--- src/rtl/sram_mem_controller.sv ---
// sram_mem_controller
//   MEM-stage bridge to the 16-bit data SRAM. Each 32-bit LDR/STR is split
//   into a LOW half access followed by a HIGH half access. Each half is held
//   for WAIT_CYCLES cycles. ready stays low until the word completes, which
//   freezes the pipeline for the duration of the access.
module sram_mem_controller #(
  parameter int BASE_ADDR   = 1024,
  parameter int WAIT_CYCLES = 3,
  parameter int SRAM_AW     = 18
) (
  input  logic               clk,
  input  logic               rst,
  input  logic               rd_en,
  input  logic               wr_en,
  input  logic [31:0]        address,
  input  logic [31:0]        write_data,
  output logic [31:0]        read_data,
  output logic               ready,
  output logic [SRAM_AW-1:0] sram_addr,
  output logic [15:0]        sram_dq_out,
  output logic               sram_dq_oe,
  input  logic [15:0]        sram_dq_in,
  output logic               sram_we_n
);

  localparam logic [1:0] IDLE = 2'd0;
  localparam logic [1:0] LOW  = 2'd1;
  localparam logic [1:0] HIGH = 2'd2;
  localparam logic [1:0] DONE = 2'd3;

  localparam logic [3:0] CNT_LAST = 4'(WAIT_CYCLES - 1);

  logic [1:0]  state;
  logic [1:0]  state_nx;
  logic [3:0]  cnt;
  logic [3:0]  cnt_nx;
  logic        op_wr;
  logic        cur_wr;
  logic        req;
  logic        phase_end;
  logic [31:0] off;
  logic        unused_off;

  assign req       = rd_en | wr_en;
  assign off       = address - 32'(BASE_ADDR);
  assign phase_end = (cnt == CNT_LAST);
  // The op is not latched yet on the IDLE->LOW edge, so use the live request there.
  assign cur_wr    = (state == IDLE) ? wr_en : op_wr;
  assign ready     = (state == DONE) | ((state == IDLE) & ~req);

  // Word-offset bits above the SRAM range and the byte-lane bits are ignored.
  assign unused_off = ^{off[31:SRAM_AW+1], off[1:0]};

  // Next state and phase counter.
  always_comb begin
    state_nx = state;
    cnt_nx   = cnt;
    case (state)
      IDLE: begin
        if (req) begin
          state_nx = LOW;
          cnt_nx   = '0;
        end
      end
      LOW: begin
        if (phase_end) begin
          state_nx = HIGH;
          cnt_nx   = '0;
        end else begin
          cnt_nx = cnt + 4'd1;
        end
      end
      HIGH: begin
        if (phase_end) begin
          state_nx = DONE;
          cnt_nx   = '0;
        end else begin
          cnt_nx = cnt + 4'd1;
        end
      end
      default: begin
        state_nx = IDLE;
        cnt_nx   = '0;
      end
    endcase
  end

  // State, counter and latched operation type.
  always_ff @(posedge clk or posedge rst) begin
    if (rst) begin
      state <= IDLE;
      cnt   <= '0;
      op_wr <= 1'b0;
    end else begin
      state <= state_nx;
      cnt   <= cnt_nx;
      if ((state == IDLE) && req) begin
        op_wr <= wr_en;
      end
    end
  end

  // SRAM pins are registered from the next state so they line up with the phase cycles.
  always_ff @(posedge clk or posedge rst) begin
    if (rst) begin
      sram_addr   <= '0;
      sram_dq_out <= '0;
      sram_dq_oe  <= 1'b0;
      sram_we_n   <= 1'b1;
    end else if ((state_nx == LOW) || (state_nx == HIGH)) begin
      sram_addr   <= {off[SRAM_AW:2], (state_nx == HIGH)};
      sram_dq_out <= (state_nx == HIGH) ? write_data[31:16] : write_data[15:0];
      sram_dq_oe  <= cur_wr;
      // Strobe released on the last cycle so address and data outlast it.
      sram_we_n   <= ~(cur_wr && (cnt_nx != CNT_LAST));
    end else begin
      sram_dq_oe  <= 1'b0;
      sram_we_n   <= 1'b1;
    end
  end

  // Load result capture on the last cycle of each read phase.
  always_ff @(posedge clk or posedge rst) begin
    if (rst) begin
      read_data <= '0;
    end else if (!op_wr && phase_end) begin
      if (state == LOW) begin
        read_data[15:0] <= sram_dq_in;
      end else if (state == HIGH) begin
        read_data[31:16] <= sram_dq_in;
      end
    end
  end

endmodule

--- config.mk ---
export PLATFORM = sky130hd
export DESIGN_NAME = sram_mem_controller
export DESIGN_NICKNAME = d
export VERILOG_FILES = /design/src/rtl/sram_mem_controller.sv
export SDC_FILE = /design/constraint.sdc
export NUM_CORES = 1
export LEC_CHECK = 0
export BUFFER_PORTS_ARGS = -buffer_cell sky130_fd_sc_hd__buf_2
export CORE_ASPECT_RATIO = 0.9
export CORE_MARGIN = 2
export CORE_UTILIZATION = 36
export CTS_CLUSTER_SIZE = 8
export DETAILED_ROUTE_END_ITERATION = 7
export PLACE_DENSITY = 0.67
export SYNTH_ARGS = -nofsm -noshare
export SYNTH_HDL_FRONTEND = slang
export SYNTH_SLANG_ARGS = --single-unit
--- constraint.sdc ---
create_clock -name clk -period 5.2 [get_ports clk]
set_input_delay 0.78 -clock clk [delete_from_list [all_inputs] [get_ports clk]]
set_output_delay 0.78 -clock clk [all_outputs]
set_load 0.02 [all_outputs]
After elaboration in Yosys (flattened, before gate mapping):

Cells that the tools add are included.

* reduce and logical (&&, ||, !) cells: 9
* equality and inequality tests: 7
* bitwise gates (word level): 6
* mux-type cells: 11
* add/sub/neg operators: 2

Operator list (count)
* $sub 19x11->19 const B: 1
* $mux 16: 1
* $mux 4: 2
* $pmux 4 s2: 1
* $eq 2x2->1 const B: 3
* $mux 2: 3
* $pmux 2 s3: 1
* $add 4x1->4 const B: 1
* $eq 2x1->1 const B: 2
* $eq 4x2->1 const B: 1
* $ne 4x2->1 const B: 1
* $logic_and 1x1->1: 3
* $mux 1: 3
* $not 1->1: 3
* $reduce_and 3->1: 1
* $logic_not 2->1: 1
* $or 1x1->1: 2
* $reduce_and 2->1: 1
* $reduce_or 2->1: 1
* $and 1x1->1: 1
* $logic_not 1->1: 1
* $logic_or 1x1->1: 1

* register bits: 75
* logic and storage cells: 44

Depth between registers and ports, before layout:

* depth after elaboration: 7
* depth in mapped cells: 11
* gate-level depth less buffers: 9

Worst setup path before layout:

No wires, ideal clock.

* kind: input port to flip-flop
* start point: input wr_en
* end point: register sram_dq_out[0]
* stages: 8
* arrival time: 2627 ps
* path buffers: 2
* setup time: 134 ps
* path slack: 2439 ps
* path through: nor3b_1 -> o21ai_0 -> a21oi_1 -> ha_1 -> clkbuf_1 -> buf_2 -> mux2i_1 -> o21ai_0

* word-level cells in the longest chain between the ends: 5
* elaborated cells on any way between the ends: 7

Ends and longest elaborated chain
* start: declaration: line 14 `input logic wr_en,`
* $or 1x1->1 *: line 44 `assign req = rd_en | wr_en;`
* $mux 2 *: line 60 `if (req) begin`
* $pmux 2 s3 *: line 58 `case (state)`
* named net state_nx[1]: line 34 `logic [1:0] state_nx;`
* $eq 2x2->1 or $eq 2x1->1 (tied branches): line 110, 112
* $mux 16 or $logic_or 1x1->1 (tied branches): line 112, 110
* end signal: assignment: line 112 `sram_dq_out <= (state_nx == HIGH) ? write_data[31:16] : write_data[15:0];`
* end: declaration: line 20 `output logic [15:0] sram_dq_out,`

Mark *: on every way through the listed nets, which the timed path passes. The rest lies on a longest branch.
A chain may end at the register's enable or synchronous reset.

Final worst setup path:

* start point: register state[0]
* end point: register sram_addr[0]

* word-level cells in the longest chain between the ends: 4
* elaborated cells on any way between the ends: 10

Ends and longest elaborated chain
* start: declaration: line 33 `logic [1:0] state;`
* start signal: assignment: line 95 `state <= state_nx;`
* $eq 2x2->1, or another cell as far along: line 58
* $pmux 2 s3 *: line 58
* named net state_nx[1]: line 34
* $eq 2x1->1 or $eq 2x2->1 (tied branches): line 110, 111
* $logic_or 1x1->1: line 110 `end else if ((state_nx == LOW) || (state_nx == HIGH)) begin`
* end signal: assignment: line 111 `sram_addr <= {off[SRAM_AW:2], (state_nx == HIGH)};`
* end: declaration: line 19 `output logic [SRAM_AW-1:0] sram_addr,`

Marked as above.

==> flow_summary.json <==
{
  "status": "finished clean",
  "grt_util_all_layers_pct": 14.8,
  "dp_slack_ns": 1.76,
  "vias": 2480,
  "grt_overflow": 0,
  "period_share_pct": 63.7,
  "fin_nets": 494,
  "cts_tree": "built",
  "tns_ns": 0,
  "vias_per_cell": 4.69,
  "num_rows": 33,
  "synthArstFlopShare_pct": 100,
  "drtPass1Iterations": 4,
  "netlist.area_leader.share_pct": 54.9,
  "diodes": 0,
  "p_total_mw": 3.06,
  "synth_seq_cells": 75,
  "met2_usage_pct": 24.4,
  "die_y_um": 95.9,
  "multi_input_area_um2": 1370,
  "cts.sinks": 75,
  "skew_ns": 0.00872,
  "pwr-share-clk_pct": 14.8,
  "fin_cells": 529,
  "maxCapViolCount": 0,
  "worstSetupEndpointType": "flip-flop",
  "power.leakage_nw": 2.15,
  "setup_ws_ns": 1.89,
  "clk_pin_slew_ns": 0.08,
  "p_sw_mw": 1.30,
  "fill_cells": 846,
  "first_global_vias": 2393,
  "setup_violations": 0,
  "design.core.area_um2": 9130,
  "synth_nets": 358,
  "cp_max_fo": 58,
  "comb_power_share_pct": 51.4,
  "die_area_um2": 10200,
  "cts_resized": 0,
  "drive_gt1_share_pct": 50.1,
  "port_buffers": 137,
  "cts-buffers-inserted": 9,
  "antenna_left": 0,
  "synthCells": 267,
  "syn_area_um2": 3380,
  "grt_pass1_wl_um": 11600,
  "sequentialPowerShare_pct": 33.8,
  "max_slew_margin_pct": 35.9,
  "min-delay-path-class": "reg -> reg",
  "dpl.cell_count": 514,
  "die_w_um": 106,
  "syn_avg_cell_area_um2": 12.6,
  "required_ns": 5.42,
  "synth_flop_cell": "dfrtp_1",
  "htree_levels": 3,
  "start_util_pct": 37.0,
  "ys_seq_area_share_pct": 55.6,
  "routed_wl_um": 7300,
  "ys_warn_count": 0,
  "reg2reg_slack_ns": 1.89,
  "maxSlewViolCount": 0,
  "pwr_density_cell_nw_per_um2": 705,
  "synth_edf_count": 0,
  "drc_errors": 0,
  "cell_internal_pwr_mw": 1.76,
  "dpl.hpwl_um": 5200,
  "worstPathArrival_ns": 3.54,
  "clock_latency_ns": 0.34,
  "cts_hold_buf": 0,
  "ir_drop_mv": 0.376,
  "post_cts_buffers": 0,
  "netlist_top_cells_area": "dfrtp_1 (55%), mux2_2 (11%), mux2i_1 (5.9%), mux2_4 (4.4%), o21ai_0 (3.7%)",
  "timing_worst_setup_path_type": "reg -> reg",
  "cp-start-kind": "flip-flop",
  "grt_util_met1_pct": 17.7,
  "place.gp.congestion": 0.776,
  "cts_root_buffer": "clkbuf_8",
  "antenna_found_initial": 0,
  "grt_util_met3_pct": 6.64,
  "switching_share_pct": 42.5,
  "max_slew.worst_pin.slew_ns": 0.961,
  "hold_ws_ns": 0.486,
  "max_freq_mhz": 302,
  "grt_max_degree": 59,
  "ios": 153,
  "drt_iter0_markers": 83,
  "seq_area_um2": 1880,
  "final_cell_mix": "buf_2 (137), dfrtp_1 (74), mux2_2 (32), nand2_1 (26), o21ai_0 (25)",
  "hold_violations": 0,
  "final_common_cell": "buf_2",
  "rsz0062_at_grt": "false",
  "area_delta_synth_final_pct": 28.8,
  "yosys.area.top_type": "dfrtp_1",
  "synth_cell_type_count": 38,
  "ctsLongestPathBuffers": 2,
  "fin_crit_ns": 3.31,
  "wl_per_cell_um": 13.8,
  "top_usage_layer": "met2"
}
metrics by stage:
step	cell area, um^2	utilization, %
floorplan	3380	-
global placement	4150	45.4
detailed placement	4150	45.4
CTS	4350	47.6
global route	4350	47.6
finish	4350	47.6
cells in the mapped netlist, types with 2 or more instances:
library cell and number:
nand2_1 26, mux2i_1 20, buf_8 2, xnor2_1 7, clkbuf_1 5, a21oi_1 3, dfrtp_1 74, mux2_2 32
nor3_1 3, o21ai_0 25, nor2_1 8, nand3_1 2, a22oi_1 3, mux2_4 10, nor2b_1 2, buf_1 4
nor4b_4 2, nand2b_1 2, inv_1 11, ha_1 7, xor2_1 2
area by class of cell:
type	count	area share, %
clock inverters	4	1.15
flip-flops and latches	75	43.2
multi-input cells	167	31.6
repair buffers	139	16.1
inverters	11	0.950
well taps	122	3.51
clock buffers	11	3.48
worst max-delay path, stage by stage (launching register included):
cell	delay [ns]
dfrtp_1	0.44
inv_1	0.11
ha_1	0.24
nor3b_1	0.73
o21ai_0	0.16
a21oi_1	0.24
ha_2	0.82
mux2_2	0.41
routing by layer:
layer / share of wire [%] / vias to the layer above
met2: 46 / 101
met5: 0 / -
met3: 8.9 / 6
met4: 0.86 / 0
met1: 44 / 1186
li1: - / 1187
power groups by stage:
stage          logic, mW  clock network [mW]  registers, mW
4_1_cts             1.60               0.473           1.04
3_3_place_gp        1.56                   0           1.03
2_1_floorplan      0.876                   0           1.32
6_report            1.57               0.454           1.04
3_5_place_dp        1.61                   0           1.04
5_1_grt             1.74               0.503           1.08
path summary, 6_finish.rpt:
kind | startpoint | end | cells past startpoint
hold / removal | sram_dq_out[9] | sram_dq_out[9] | 2
setup / recovery | state[0] | sram_addr[0] | 7
hold reg to reg | sram_dq_out[9] | sram_dq_out[9] | 2
max in group asynchronous | rst | sram_addr[16] | 3
setup reg to reg | state[0] | sram_addr[0] | 7
min in group asynchronous | rst | read_data[6] | 2
cell families after synthesis:
group / Yosys count / synth area share (%)
adders and majority gates: 8 / 2.89
AOI/OAI and AO/OA: 37 / 6.26
and+or+nand+nor: 51 / 8.08
muxes: 62 / 21.1
DFF: 75 / 55.6
xor gates and xnor gates: 9 / 2.34
buffers and inverters: 25 / 3.74
sequential cells by signal, summed over array words and instances, names as in the netlist:
| signal | count |
|---|---|
| cnt | 4 |
| op_wr | 1 |
| read_data | 32 |
| state | 2 |
| sram_we_n | 1 |
| sram_addr | 18 |
| sram_dq_out | 16 |
| sram_dq_oe | 1 |
Power figures use the tool's default switching activity.
